===== config.mk =====
export PLATFORM = sky130hd
export DESIGN_NAME = opendap_swj_link_monitor
export DESIGN_NICKNAME = d
export VERILOG_FILES = /design/src/rtl/opendap_swj_link_monitor.sv
export SDC_FILE = /design/constraint.sdc
export NUM_CORES = 1
export LEC_CHECK = 0
export ABC_AREA = 1
export CORE_UTILIZATION = 30
export DETAILED_ROUTE_END_ITERATION = 10
export PLACE_DENSITY_LB_ADDON = 0.15
export SYNTH_ARGS = -nofsm -noshare
export SYNTH_HDL_FRONTEND = slang
export SYNTH_SLANG_ARGS = --single-unit

===== constraint.sdc =====
create_clock -name swclk -period 2 [get_ports swclk]
set_input_delay 0.6 -clock swclk [delete_from_list [all_inputs] [get_ports swclk]]
set_output_delay 0.6 -clock swclk [all_outputs]
set_load 0.1 [all_outputs]

===== src/rtl/opendap_swj_link_monitor.sv =====
// SWJ link-state monitor: selection alert, activation codes, SWD line reset and dormant select.
// Define OPENDAP_SWJ_JTAG_SELECT_EN to build the JTAG activation and JTAG-to-dormant path.
module opendap_swj_link_monitor #(
  parameter int unsigned RESET_HIGH_CYCLES = 50,
  parameter int unsigned RESET_IN_DORMANT  = 1,
  parameter logic [7:0]  ACT_CODE_SWD      = 8'b0101_1000,
  parameter logic [11:0] ACT_CODE_JTAG     = 12'h000,
  parameter logic [15:0] SELECT_S2D        = 16'b0011_1101_1100_0111,
  parameter logic [30:0] SELECT_J2D        = 31'h33BB_BBBA
) (
  input  logic       swclk,
  input  logic       rst_n,
  input  logic       swdi_reg,
  output logic [1:0] link_state,
  output logic       exit_dormant,
  output logic       enter_dormant,
  output logic       line_reset
);

  typedef enum logic [3:0] {
    StDormantStart = 4'd0,
    StAlert        = 4'd1,
    StPostAlert    = 4'd2,
    StActCode      = 4'd3,
    StS2dResetHigh = 4'd4,
    StS2dResetLow1 = 4'd5,
    StS2dResetLow2 = 4'd6,
    StS2dSelect    = 4'd7,
    StJ2dTlr       = 4'd8,
    StJ2dSelect    = 4'd9
  } state_e;

  localparam logic [6:0] LfsrInit  = 7'b1001001;
  localparam logic [6:0] LfsrTaps  = 7'b1001011;
  localparam logic [5:0] ResetLoad = 6'(RESET_HIGH_CYCLES);
  localparam state_e     ResetState = (RESET_IN_DORMANT != 0) ? StDormantStart : StS2dResetHigh;
  localparam logic [1:0] ResetLink  = (RESET_IN_DORMANT != 0) ? 2'd0 : 2'd1;
`ifdef OPENDAP_SWJ_JTAG_SELECT_EN
  localparam bit JtagEn = 1'b1;
`else
  localparam bit JtagEn = 1'b0;
`endif

  state_e     state_q, state_d;
  logic [1:0] link_q, link_d;
  logic [6:0] lfsr_q, lfsr_d;
  logic [6:0] bit_cnt_q, bit_cnt_d;
  logic [5:0] rst_cnt_q, rst_cnt_d;
  logic       swd_ok_q, swd_ok_d;
  logic       jtag_ok_q, jtag_ok_d;

  logic       alert_match;
  logic [3:0] act_idx;
  logic       swd_live, jtag_live;
  logic       sel_bit;
  logic       in_swd;

  assign alert_match = (swdi_reg == lfsr_q[0]);
  assign act_idx     = bit_cnt_q[3:0];
  // SWD code is 8 bits, so the SWD candidate dies once the index passes bit 7.
  assign swd_live    = swd_ok_q && !act_idx[3] && (swdi_reg == ACT_CODE_SWD[~act_idx[2:0]]);
  assign jtag_live   = jtag_ok_q && (swdi_reg == ACT_CODE_JTAG[4'd11 - act_idx]);
  assign sel_bit     = (state_q == StJ2dSelect) ? SELECT_J2D[bit_cnt_q[4:0]]
                                                : SELECT_S2D[bit_cnt_q[3:0]];
  assign in_swd      = (state_q == StS2dResetHigh) || (state_q == StS2dResetLow1) ||
                       (state_q == StS2dResetLow2) || (state_q == StS2dSelect);

  always_comb begin
    lfsr_d = LfsrInit;
    if ((state_q == StAlert) && alert_match) begin
      lfsr_d = {^(lfsr_q & LfsrTaps), lfsr_q[6:1]};
    end
  end

  // Counts remaining 1s needed for a line reset; held at the reload value outside SWD.
  always_comb begin
    rst_cnt_d = ResetLoad;
    if (in_swd && swdi_reg) begin
      rst_cnt_d = (rst_cnt_q == 6'd0) ? 6'd0 : rst_cnt_q - 6'd1;
    end
  end

  always_comb begin
    state_d       = state_q;
    bit_cnt_d     = bit_cnt_q;
    swd_ok_d      = swd_ok_q;
    jtag_ok_d     = jtag_ok_q;
    exit_dormant  = 1'b0;
    enter_dormant = 1'b0;
    line_reset    = 1'b0;
    case (state_q)
      StDormantStart: begin
        if (!swdi_reg) begin
          state_d   = StAlert;
          bit_cnt_d = 7'd126;
        end
      end
      StAlert: begin
        if (alert_match) begin
          if (bit_cnt_q == 7'd0) begin
            state_d   = StPostAlert;
            bit_cnt_d = 7'd3;
          end else begin
            bit_cnt_d = bit_cnt_q - 7'd1;
          end
        end else if (swdi_reg) begin
          state_d = StDormantStart;
        end else begin
          bit_cnt_d = 7'd126;
        end
      end
      StPostAlert: begin
        if (bit_cnt_q == 7'd0) begin
          state_d   = StActCode;
          bit_cnt_d = 7'd0;
          swd_ok_d  = 1'b1;
          jtag_ok_d = JtagEn;
        end else begin
          bit_cnt_d = bit_cnt_q - 7'd1;
        end
      end
      StActCode: begin
        swd_ok_d  = swd_live;
        jtag_ok_d = jtag_live;
        bit_cnt_d = bit_cnt_q + 7'd1;
        if (swd_live && (act_idx == 4'd7)) begin
          exit_dormant = 1'b1;
          state_d      = StS2dResetHigh;
`ifdef OPENDAP_SWJ_JTAG_SELECT_EN
        end else if (jtag_live && (act_idx == 4'd11)) begin
          exit_dormant = 1'b1;
          state_d      = StJ2dTlr;
          bit_cnt_d    = 7'd0;
`endif
        end else if (!swd_live && !jtag_live) begin
          // A failing 0 may itself be the first bit of a fresh alert.
          state_d   = swdi_reg ? StDormantStart : StAlert;
          bit_cnt_d = 7'd126;
        end
      end
      StS2dResetHigh: begin
        if (swdi_reg && (rst_cnt_q <= 6'd1)) state_d = StS2dResetLow1;
      end
      StS2dResetLow1: begin
        if (!swdi_reg) state_d = StS2dResetLow2;
      end
      StS2dResetLow2: begin
        if (!swdi_reg) begin
          line_reset = 1'b1;
          state_d    = StS2dSelect;
          bit_cnt_d  = 7'd13;
        end else begin
          state_d = StS2dResetHigh;
        end
      end
      StS2dSelect: begin
        if (swdi_reg == sel_bit) begin
          if (bit_cnt_q == 7'd0) begin
            enter_dormant = 1'b1;
            state_d       = StDormantStart;
          end else begin
            bit_cnt_d = bit_cnt_q - 7'd1;
          end
        end else begin
          state_d = StS2dResetHigh;
        end
      end
`ifdef OPENDAP_SWJ_JTAG_SELECT_EN
      StJ2dTlr: begin
        if (swdi_reg) begin
          if (bit_cnt_q < 7'd5) bit_cnt_d = bit_cnt_q + 7'd1;
        end else if (bit_cnt_q >= 7'd5) begin
          state_d   = StJ2dSelect;
          bit_cnt_d = 7'd1;
        end else begin
          bit_cnt_d = 7'd0;
        end
      end
      StJ2dSelect: begin
        if (swdi_reg == sel_bit) begin
          if (bit_cnt_q == 7'd30) begin
            enter_dormant = 1'b1;
            state_d       = StDormantStart;
          end else begin
            bit_cnt_d = bit_cnt_q + 7'd1;
          end
        end else begin
          state_d   = StJ2dTlr;
          bit_cnt_d = {6'd0, swdi_reg};
        end
      end
`endif
      default: state_d = StDormantStart;
    endcase
  end

  always_comb begin
    link_d = 2'd0;
    case (state_d)
      StS2dResetHigh, StS2dResetLow1, StS2dResetLow2, StS2dSelect: link_d = 2'd1;
`ifdef OPENDAP_SWJ_JTAG_SELECT_EN
      StJ2dTlr, StJ2dSelect: link_d = 2'd2;
`endif
      default: link_d = 2'd0;
    endcase
  end

  always_ff @(posedge swclk or negedge rst_n) begin
    if (!rst_n) begin
      state_q   <= ResetState;
      link_q    <= ResetLink;
      lfsr_q    <= LfsrInit;
      bit_cnt_q <= '0;
      rst_cnt_q <= '0;
      swd_ok_q  <= 1'b0;
      jtag_ok_q <= 1'b0;
    end else begin
      state_q   <= state_d;
      link_q    <= link_d;
      lfsr_q    <= lfsr_d;
      bit_cnt_q <= bit_cnt_d;
      rst_cnt_q <= rst_cnt_d;
      swd_ok_q  <= swd_ok_d;
      jtag_ok_q <= jtag_ok_d;
    end
  end

  assign link_state = link_q;

endmodule

# Word-level counts from Yosys, hierarchy flattened
# Memory sizes are Yosys's and may differ from the RTL's.
# Index checks and enable logic that the tools add are counted.
word_totals:
  register_bits: 28
  latch_bits: 0
  ramBits: 0
  romBits: 72
  in_bits: 3
  out_inout_bits: 5
  wordCells: 109
  mem_count: 4
classes:
  addsub: 4
  mul: 0
  div: 0
  magnitude_cmp: 5
  n_eq_ne: 21
  n_shift: 0
  mux: 44
  n_bitwise: 1
  reduce_logical: 23
mem_list:
  columns: ["name", "words", "word_bits", "read_ports", "rd_clocked_by_memory_dff", "write_ports", "line", "rtl"]
  rows:
  - ["(name not given)", 32, 1, 1, 0, 0, "63", "assign sel_bit = (state_q == StJ2dSelect) ? SELECT_J2D[bit_cnt_q[4:0]]"]
  - ["(name not given)", 16, 1, 1, 0, 0, "64", ": SELECT_S2D[bit_cnt_q[3:0]];"]
  - ["(name not given)", 16, 1, 1, 0, 0, "62", "assign jtag_live = jtag_ok_q && (swdi_reg == ACT_CODE_JTAG[4'd11 - act_idx]);"]
  - ["(name not given)", 8, 1, 1, 0, 0, "61", "assign swd_live = swd_ok_q && !act_idx[3] && (swdi_reg == ACT_CODE_SWD[~act_idx[2:0]]);"]
op_table:
  columns: ["operator", "n"]
  rows:
  - ["7-bit 2-to-1 mux", 10]
  - ["4-bit 2-to-1 mux", 11]
  - ["7-bit case mux with 6 select lines", 1]
  - ["4-bit by 3-bit equality test with 1-bit output (second input constant)", 9]
  - ["4-bit case mux with 8 select lines", 1]
  - ["1-bit 2-to-1 mux", 16]
  - ["6-bit 2-to-1 mux", 2]
  - ["4-bit by 5-bit less-than comparator with 1-bit output (second input constant)", 2]
  - ["4-bit by 2-bit equality test with 1-bit output (second input constant)", 2]
  - ["1-bit logical AND", 8]
  - ["7-bit by 1-bit adder with 7-bit output (second input constant)", 1]
  - ["7-bit logical NOT", 1]
  - ["7-bit XOR reduction", 1]
  - ["7-bit by 1-bit subtractor with 7-bit output (second input constant)", 1]
  - ["6-bit by 1-bit less-or-equal comparator with 1-bit output (second input constant)", 1]
  - ["6-bit logical NOT", 1]
  - ["5-bit by 6-bit less-than comparator with 1-bit output (second input constant)", 1]
  - ["2-bit != test (second input constant)", 3]
  - ["6-bit nonzero test", 1]
  - ["6-bit by 1-bit subtractor with 6-bit output (second input constant)", 1]
  - ["1-bit equality test", 4]
  - ["4-bit by 1-bit equality test with 1-bit output (second input constant)", 1]
  - ["4-bit equality test (second input constant)", 1]
  - ["4-bit logical NOT", 1]
  - ["12 further kinds", 17]

# Longest topological paths before layout
# Gate-level depths: netlist of the first run.
depth:
  word_depth: 13
  ltp_mapped: 13

# Least setup slack after synthesis of the first run
# No wires, ideal clock.
synth_path:
  path_kind: "flip-flop to output port"
  startpoint: "reg bit_cnt_q[0]"
  endpoint: "out enter_dormant"
  t_arrival_ns: 3.319
  required_time_ns: 1.400
  setup_slack_ns: -1.919
  stages_incl_launch_ff: 12
  cell_sequence: "dfrtp_1 -> inv_2 -> ha_1 -> inv_1 -> nand2_1 -> nand3_1 -> nand3_1 -> nand2_2 -> nand2_2 -> nand2_2 -> nand2_1 -> nor3_1"
synth_between:
  elab_chain_len: 6
  elab_cells_between_ends: 10
synth_lines:
  columns: ["item", "line", "rtl"]
  rows:
  - ["start: declaration", "47", "logic [6:0] bit_cnt_q, bit_cnt_d;"]
  - ["start signal: assignment", "221", "bit_cnt_q <= bit_cnt_d;"]
  - ["memory read 32 x 1 bit / memory read 16 x 1 bit (equally long branches)", null, null]
  - ["1-bit 2-to-1 mux (on tied branches)", "63, 64", null]
  - ["1-bit 2-to-1 mux", "63", null]
  - ["1-bit equality test", "157", "if (swdi_reg == sel_bit) begin"]
  - ["1-bit 2-to-1 mux (*)", "157", null]
  - ["1-bit 2-to-1 mux (*)", "91", "case (state_q)"]
  - ["end: declaration", "16", "output logic enter_dormant,"]
# Mark *: on every way between the ends. The rest lies on a longest branch, timed or not. The select of a mux whose other input is x is not followed.

# Final worst setup path of the first run
# Ends and elaborated chain as after synthesis.

==> results.md, run 1 <==
* Status: complete, but fails checks
* Failing checks: negative setup slack
* Worst min-delay path category: register to register
* Cells after Synth at 300
* CTS tree: done
* Synth Register Bits at 27
* Max H-tree Level at 1
* IO buf count at 6
* Routed Antenna Nets at 0
* Critical Path, Cell by Cell: inv_4, ha_4, inv_2, nand2_1, nand3_1, nand3_2, nand2_2, nand2_2, nand2_2, nand2_2, nor3_4, buf_12
* Clock Tree Buf Depth at 2
* Initial core utilization at 31.1%
* WP data arrival at 1.86 ns
* Non-Filler Instances at 437
* Clock Power Share at 21.7%
* Vias in the first global route at 2,043
* Post-synth ARST share at 100%
* CP endpoint kind: output port
* Setup ws final at -0.458 ns
* First-pass DRT Iterations at 4
* Share of cells above drive strength 1 at 34.5%
* DIE AREA at 7330 sq um
* DRT Wirelength at 5670 um
* Synth top area share at 28.6%
* Leak at 1.40 nW
* Commonest non-fill, non-tap cells in the layout: 75 x nand2_1, 51 x buf_4, 31 x nand3_1, 25 x inv_1, 24 x nor2_1
* Die H at 85.6 um
* Switching Power at 0.558 mW
* Iteration-0 DRC Markers at 150
* First-pass GRT wire length at 9830 um
* Largest net degree at the start of global routing at 28
* DP Wirelength at 4280 um
* Sw Share at 36.0%
* Top post-synthesis cells by area: dfrtp_1 29%, nand2_1 14%, nand3_1 8.1%, inv_1 5.5%, ha_1 5.4%
* Final Cycle Share at 123%
* Slowest stage delay, CP at 0.45 ns
* Cell Rows at 30
* Skew final at 0.00693 ns
* Skew-Pair Late Insertion Delay at 0.28 ns
* Worst-path clk slew at 0.10 ns
* Critical Path Fanout Max at 4
* Seq/Total Area, Yosys at 32.4%
* Final setup viols at 3
* Fmax at 407 MHz
* Ys Warns at 0
* RSZ-0062 raised after global routing: true
* Total design power at 1.55 mW
* CP required at 1.40 ns
* Count of final hold-check violations at 0
* Core footprint at 6760 sq um
* Hold Path Depth at 1
* # DRC at 0
* Syn_area_per_cell at 6.99 sq um
* Post-synth top area cell: dfrtp_1
* Post-DR wirelength/cell at 13.0 um
* IO Pins at 8
* Int Power at 0.991 mW
* Reg2Reg Depth at 12
* Total number of vias at 2,037
* Critical-path top delay cell: dfrtp_2
* Final core occ at 41.7%
* Total grt overflow at 0
* Combinational group share of total power at 38.3%
* Nets at 370
* Initial antenna violation count at 0
* CTS Sinks at 27
* Antenna diodes at 0
* Gr usage total at 17.0%
* Pwr dens at 549 nW/um^2
* Worst hold margin at 0.445 ns
* Most common cell after layout, fill and taps aside: nand2_1
* Seq pwr share at 40.1%
* Via density at 4.66
* Max IR drop VDD at 0.230 mV
* Post-route minimum period at 2.46 ns
* Most used cell, CP: nand2_2
* Placed cells at 428
* Root Driver: clkbuf_8
* Ys flop type: dfrtp_1
* Max Cap Viol at 0
* Chip Width at 85.6 um
* P&R area growth vs syn at 34.3%
* Final RePlAce weighted congestion at 0.828
* Hold buffer count at CTS at 0
* Slew Viols, Final at 0
* Unique masters post-synth at 36
* Setup Crit Path Kind: register to output port
* Crit start category: register
* Post-synth EDFFs at 0
* Synth Cell Area at 2100 sq um
* Total CTS buffers at 3
-- logic make-up (layout without fill, tap and decap cells) --
kind of cell	after synthesis	count (layout)	synth area share (%)
flip-flops	27	27	32.4
AND/OR/NAND/NOR	176	176	40.5
AO/OA/AOI/OAI	29	29	7.39
XOR/XNOR	11	11	4.59
adder cells (fa/ha/maj)	9	9	5.37
other	1	2	0.179
buffers and inverters	47	103	9.54
-- metrics by stage --
stage | setup slack [ns] | setup TNS [ns] | cell area [sq um]
after floorplan | -0.590 | -1.05 | 2150
after CTS | -0.457 | -0.853 | 2760
after detailed placement | -0.417 | -3.83 | 2660
after global routing | -0.588 | -1.22 | 2820
after global placement | -0.437 | -4.07 | 2660
final | -0.458 | -0.892 | 2820
-- worst paths after layout --
kind                                             to  slack, ns                      from
min in group asynchronous      swd_ok_q$_DFFE_PN0P_       0.69                     rst_n
setup reg to reg           bit_cnt_q[2]$_DFFE_PN0P_       0.16  bit_cnt_q[0]$_DFFE_PN0P_
hold reg to reg                 lfsr_q[3]$_DFF_PN1_       0.45       lfsr_q[4]$_DFF_PN0_
setup / recovery                      enter_dormant      -0.46  bit_cnt_q[0]$_DFFE_PN0P_
max in group asynchronous       lfsr_q[3]$_DFF_PN1_       0.98                     rst_n
hold / removal                  lfsr_q[3]$_DFF_PN1_       0.45       lfsr_q[4]$_DFF_PN0_
-- synth_stat cells (2+ instances only) --
cell type  number
nand2_1        78
nand3_1        34
inv_1          31
nor2_1         28
dfrtp_1        24
o21ai_0        16
ha_1            9
nand2_2         9
a21oi_1         7
inv_2           7
nand3_2         6
xor2_1          6
nand4_1         5
xnor2_1         5
nor3_1          4
buf_4           3
dfstp_2         3
nor2_4          3
nand2_4         2
nor2_2          2
o21ai_1         2
or2_2           2
-- repair_timing --
item	in CTS	in global routing
gates resized for setup	10	16
hold endpoints to repair	0	0
pin swaps	5	3
endpoints found under the setup margin	8	7
buffers inserted	3	3
-- cell type report --
type                            instances  area, sq um
Fill cell                             727         3940
Multi-Input combinational cell        227         1330
Sequential cell                        27          683
Timing Repair Buffer                   59          504
Inverter                               40          158
Tap cell                               80          100
Clock buffer                            3         41.3
Clock inverter                          1         5.00
-- sequential cells by signal, summed over array words and instances (netlist names) --
signal      count
bit_cnt_q       7
jtag_ok_q       1
lfsr_q          7
link_state      1
rst_cnt_q       6
state_q         4
swd_ok_q        1
-- critical path: cells and delay by family, from the launching register on --
kind / cells / cell delay [ns]
AND/OR/NAND/NOR: 8 / 0.66
flip-flops: 1 / 0.45
buffers and inverters: 3 / 0.31
adder cells (fa/ha/maj): 1 / 0.15
-- power groups by stage --
stage                     Combinational, mW  Sequential [mW]  Clock [mW]
after floorplan                       0.330            0.619           0
after global placement                0.532            0.630           0
after detailed placement              0.534            0.630           0
after CTS                             0.568            0.620       0.345
after global routing                  0.666            0.626       0.369
final                                 0.593            0.620       0.335
-- metal layers --
| metal | vias to the layer above | routed length, um | global-route usage [%] |
|---|---|---|---|
| li1 | 1061 | - | - |
| met2 | 32 | 2670 | 28.6 |
| met4 | 0 | 53 | 5.45 |
| met3 | 5 | 204 | 1.83 |
| met1 | 939 | 2750 | 22.8 |
| met5 | - | 0 | 0 |
No activity file was read; power rests on OpenSTA's default activity.
==> run 2, diff against run 1 <==
CORE_UTILIZATION = 35   (was 30)
CTS_CLUSTER_SIZE = 16   (was unset)
==> results.md, run 2 (synthesis gave the netlist of run 1 again) <==
* Count of final hold-check violations at 0 (unchanged)
* CTS tree: done
* Final Cycle Share at 124% (+0.77 points)
* Skew final at 0.0123 ns (+0.00539 ns)
* Hold buffer count at CTS at 0 (unchanged)
* Fillcell total at 563 (-23%)
* Sw Share at 36.7% (+0.64 points)
* CP required at 1.40 ns (about the same)
* Most common cell after layout, fill and taps aside: nand2_1
* CP endpoint kind: output port
* Cell Rows at 27 (-10%)
* Clock Tree Buf Depth at 2 (unchanged)
* Final core occ at 50.0% (+8.3 points)
* DIE AREA at 6310 sq um (-14%)
* Status: complete, but fails checks
* Setup ws final at -0.473 ns (-0.0153 ns)
* Total CTS buffers at 3 (unchanged)
* Root Driver: clkbuf_8
* Area after DPL at 2630 sq um (-0.94%)
* FF/Latch Area at 682 sq um (-0.18%)
* Post-DR wirelength/cell at 13.3 um (+2.1%)
* WP data arrival at 1.87 ns (about the same)
* IO buf count at 6 (unchanged)
* Largest net degree at the start of global routing at 28 (unchanged)
* Skew-Pair Late Insertion Delay at 0.29 ns (about the same)
* Total number of vias at 2,075 (+1.9%)
* Via density at 4.86 (+4.3%)
* RSZ-0062 raised after global routing: true
* Worst hold margin at 0.450 ns (+0.00470 ns)
* Pwr dens at 555 nW/um^2 (+1.1%)
* Final setup viols at 2 (-1)
* Max Cap Viol at 0 (unchanged)
* Final RePlAce weighted congestion at 0.814 (-1.7%)
* IO Pins at 8 (unchanged)
* Seq pwr share at 39.5% (-0.6 points)
* Critical Path Fanout Max at 5 (+1)
* # DRC at 0 (unchanged)
* Failing checks: negative setup slack
* Post-route minimum period at 2.47 ns (+0.0153 ns)
* CTS Sinks at 27 (unchanged)
* Area of the multi-input gates at 1350 sq um (+1.8%)
* First-pass DRT Iterations at 4 (unchanged)
* P&R area growth vs syn at 34.5% (about the same)
* Initial core utilization at 37.2% (+6.1 points)
* Place WS at -0.460 ns (-0.0432 ns)
* Routed Antenna Nets at 0 (unchanged)
* First-pass GRT wire length at 9640 um (-1.9%)
* DP Wirelength at 4180 um (-2.3%)
* Crit start category: register
* Setup Crit Path Kind: register to output port
* Worst min-delay path category: register to register
* Leak at 1.40 nW (+0.46%)
* Design Area, Final at 2820 sq um (about the same)
* Gr usage total at 19.8% (+2.8 points)
* Largest registers: bit_cnt_q: 7 flops, lfsr_q: 7 flops, rst_cnt_q: 6 flops
* Clock Power Share at 22.3% (+0.6 points)
* Initial antenna violation count at 0 (unchanged)
* Iteration-0 DRC Markers at 103 (-31%)
* Max H-tree Level at 1 (unchanged)
* Share of cells above drive strength 1 at 32.7% (-1.8 points)
* Total design power at 1.57 mW (+1.2%)
* Total grt overflow at 0 (unchanged)
* Slew Viols, Final at 0 (unchanged)
* Nets at 368 (-0.54%)
* Chip Width at 79.4 um (-7.2%)
* Switching Power at 0.574 mW (+3.0%)
* Fmax at 404 MHz (-0.62%)
* Antenna diodes at 0 (unchanged)
* Vias in the first global route at 2,053 (+0.49%)
* Die H at 79.4 um (-7.2%)
* Core footprint at 5640 sq um (-17%)
* DRT Wirelength at 5660 um (-0.21%)
* Combinational group share of total power at 38.1% (-0.2 points)
* Commonest non-fill, non-tap cells in the layout: 76 x nand2_1, 48 x buf_4, 31 x nand3_1, 26 x inv_1, 25 x nor2_1
* Int Power at 0.993 mW (+0.18%)
* Max IR drop VDD at 0.414 mV (+80%)
* Worst-path clk slew at 0.11 ns (about the same)
## run 2: cell count changes in the layout (fill, tap and decap cells not counted), moves of 2 or more
cell     change
buf_4        -3
ha_1         +2
nand2_2      -4
nand2_4      +3
nand3_2      -2
nand3_4      +2
nor2_2       -3
nor2_4       +2
## run 2: area by class of cell
| cell class | instances | area share, % |
|---|---|---|
| clock buffers | 3 | 1.46 |
| inverters | 40 | 5.50 |
| well taps | 72 | 3.19 |
| flip-flops and latches | 27 | 24.2 |
| repair buffers | 57 | 17.5 |
| multi-input cells | 227 | 47.9 |
| clock inverters | 1 | 0.310 |
## run 2: worst paths after layout
check,start,to,slack (ns),depth (start not counted)
max,bit_cnt_q[1]$_DFFE_PN0P_,enter_dormant,-0.47,11
min,lfsr_q[4]$_DFF_PN0_,lfsr_q[3]$_DFF_PN1_,0.45,1
max reg2reg,bit_cnt_q[1]$_DFFE_PN0P_,bit_cnt_q[0]$_DFFE_PN0P_,0.12,13
min reg2reg,lfsr_q[4]$_DFF_PN0_,lfsr_q[3]$_DFF_PN1_,0.45,1
max in group asynchronous,rst_n,lfsr_q[0]$_DFF_PN1_,1.01,2
min in group asynchronous,rst_n,lfsr_q[1]$_DFF_PN0_,0.68,2
## run 2: metal layers
layer  part of all wire, %  GRT usage (%)
met1                    48           26.2
met2                    47           33.4
met3                   3.5           3.09
met4                   2.0           4.73
met5                     0              0
## run 2: stage by stage
stage	setup TNS, ns	cells
floorplan	-1.05	301
global placement	-4.34	418
detailed placement	-4.18	418
CTS	-1.03	427
global route	-1.25	427
finish	-0.898	427
## run 2: worst max-delay path: stages (launching register included)
cell and delay [ns]:
dfrtp_2 0.48, ha_4 0.18, inv_2 0.05, nand2_1 0.06, nand3_2 0.06, nand3_2 0.10, nand2_4 0.10, nand2_4 0.05
nand2_2 0.08, nand2_4 0.06, nor3_4 0.15, buf_12 0.20
## run 2: repair_timing
item,in CTS,in global routing
gates cloned,0,0
gates resized for setup,13,13
endpoints found under the setup margin,8,9
buffers inserted,5,0
pin swaps,4,1
## run 2: power by group through the flow
stage                     combinational, mW  sequential [mW]  clock [mW]
after floorplan                       0.330            0.619           0
after global placement                0.526            0.628           0
after detailed placement              0.525            0.630           0
after CTS                             0.572            0.618       0.372
after global routing                  0.663            0.625       0.391
final                                 0.598            0.619       0.350
==> run 3, diff against run 2 <==
clock period = 2.6 ns   (was 2 ns; I/O delays follow)
==> results.md, run 3 (synthesis gave the netlist of run 1 again) <==
* Status: complete, but fails checks
* Failing checks: negative setup slack
* Reg2Reg Depth at 15 (+2)
* Fillcell total at 565 (+0.36%)
* Critical-path top delay cell: dfrtp_1
* Grt met1 use at 25.5% (-0.65 points)
* Hold Path Depth at 1 (unchanged)
* Largest registers: bit_cnt_q: 7 flops, lfsr_q: 7 flops, rst_cnt_q: 6 flops
* Via density at 4.84 (-0.48%)
* Worst min-delay path category: register to register
* P&R area growth vs syn at 24.1%
* WP data arrival at 2.04 ns (+0.17 ns)
* Hold buffer count at CTS at 0 (unchanged)
* First-pass GRT wire length at 9000 um (-6.6%)
* Place WS at -0.181 ns (+0.278 ns)
* CP endpoint kind: output port
* Die H at 79.4 um (unchanged)
* Setup ws final at -0.216 ns (+0.257 ns)
* Final setup viols at 2 (unchanged)
* CTS tree: done
* First-pass DRT Iterations at 4 (unchanged)
* Fmax at 355 MHz
* Most common cell after layout, fill and taps aside: nand2_1
* Slowest stage delay, CP at 0.42 ns (-0.06 ns)
* Max Cap Viol at 0 (unchanged)
* # DRC at 0 (unchanged)
* Setup Crit Path Kind: register to output port
* Antenna diodes at 0 (unchanged)
* Initial core utilization at 37.2% (unchanged)
* CP required at 1.82 ns (+0.42 ns)
* Total CTS buffers at 3 (unchanged)
* Crit start category: register
* Post-DR wirelength/cell at 13.1 um (-1.3%)
* RR Endpoint: bit_cnt_q[2]$_DFFE_PN0P_
* Commonest non-fill, non-tap cells in the layout: 76 x nand2_1, 32 x nand3_1, 32 x buf_4, 28 x inv_1, 25 x nor2_1
* Vias in the first global route at 1,899 (-7.5%)
* Critical Path, Cell by Cell: inv_2, buf_4, buf_6, nand3_2, nand3_2, nand2_4, nand2_2, nand2_2, nand2_4, nor3_4, buf_12
* Final RePlAce weighted congestion at 0.815 (+0.12%)
* Count of final hold-check violations at 0 (unchanged)
* Routed Antenna Nets at 0 (unchanged)
* Grt peak-use layer: met2
* DIE AREA at 6310 sq um (unchanged)
* Largest net degree at the start of global routing at 28 (unchanged)
* RSZ-0062 raised after global routing: true
* Hold path startpoint: lfsr_q[4]$_DFF_PN0_
* Critical Path Fanout Max at 8 (+3)
* Iteration-0 DRC Markers at 117 (+14%)
* IO Pins at 8 (unchanged)
* Cell Rows at 27 (unchanged)
* Nets at 350 (-4.9%)
* CTS Sinks at 27 (unchanged)
* Post-route minimum period at 2.82 ns
* Total design power at 1.13 mW (-28%)
* R2r startpoint: bit_cnt_q[0]$_DFFE_PN0P_
* Max IR drop VDD at 0.183 mV (-56%)
* Max H-tree Level at 1 (unchanged)
* Pwr dens at 436 nW/um^2 (-22%)
* Core footprint at 5640 sq um (unchanged)
* Initial antenna violation count at 0 (unchanged)
* Grt met3 use at 1.71% (-1.4 points)
* Leak at 1.30 nW (-7.5%)
* FF-to-FF setup slack at 0.56 ns (+0.44 ns)
* Worst-path clk slew at 0.10 ns (about the same)
* DP Wirelength at 3880 um (-7.2%)
* Skew final at 0.00194 ns (-0.0104 ns)
* Share of cells above drive strength 1 at 27.9% (-4.8 points)
* Hold path endpoint: lfsr_q[3]$_DFF_PN1_
* Area after DPL at 2430 sq um (-7.6%)
* Gr usage total at 18.6% (-1.2 points)
* DRT Wirelength at 5350 um (-5.4%)
* Total grt overflow at 0 (unchanged)
* Design Area, Final at 2600 sq um (-7.7%)
* Clock Tree Buf Depth at 2 (unchanged)
* Final setup TNS at -0.374 ns (+0.523 ns)
* IO buf count at 6 (unchanged)
* Grt met2 use at 29.6% (-3.8 points)
* Root Driver: clkbuf_8
* Final core occ at 46.2% (-3.9 points)
* Final Cycle Share at 108%
* Chip Width at 79.4 um (unchanged)
* Total number of vias at 1,978 (-4.7%)
* Skew-Pair Late Insertion Delay at 0.28 ns (about the same)
* Slew Viols, Final at 0 (unchanged)
[run 3: how the worst max path moves through the flow]
stage                                   from       endpoint  depth (start not counted)
detailed placement                  swdi_reg   exit_dormant                          8
global placement                    swdi_reg   exit_dormant                          8
global route        bit_cnt_q[0]$_DFFE_PN0P_  enter_dormant                         12
finish              bit_cnt_q[0]$_DFFE_PN0P_  enter_dormant                         11
CTS                 bit_cnt_q[0]$_DFFE_PN0P_  enter_dormant                         12
floorplan           bit_cnt_q[0]$_DFFE_PN0P_  enter_dormant                         11
[run 3: repair_timing]
action / in CTS / in global routing
setup buffers: 1 / 8
resized for setup: 8 / 12
setup endpoints to repair: 3 / 2
pin swaps: 0 / 10
[run 3: layout make-up]
class	instances	area (sq um)	share of cell area, %
Multi-Input combinational cell	227	1290	49.6
Sequential cell	27	681	26.1
Timing Repair Buffer	39	342	13.1
Inverter	40	153	5.86
Tap cell	72	90.1	3.46
Clock buffer	3	41.3	1.59
Clock inverter	1	5.00	0.192
[run 3: power by group]
part	switching (mW)	total, mW	internal, mW
clock	0.143	0.251	0.108
sequential	0.0332	0.479	0.445
combinational	0.234	0.405	0.171
[run 3: metrics by stage]
step / instances / hold WS, ns
detailed placement: 396 / 0.430
CTS: 401 / 0.457
global placement: 396 / 0.424
floorplan: 301 / 0.413
finish: 409 / 0.451
global route: 409 / 0.467
[run 3: metal layers]
layer  vias to the layer above  wire length [um]
li1                       1035                 -
met1                       895              2650
met2                        40              2370
met3                         8               237
met4                         0               102
met5                         -                 0
[run 3: worst max-delay path: cells and delay by family (launching register included)]
| family | cells | cell delay, ns |
|---|---|---|
| AND/OR/NAND/NOR | 7 | 0.76 |
| buffers and inverters | 4 | 0.57 |
| flip-flops | 1 | 0.42 |
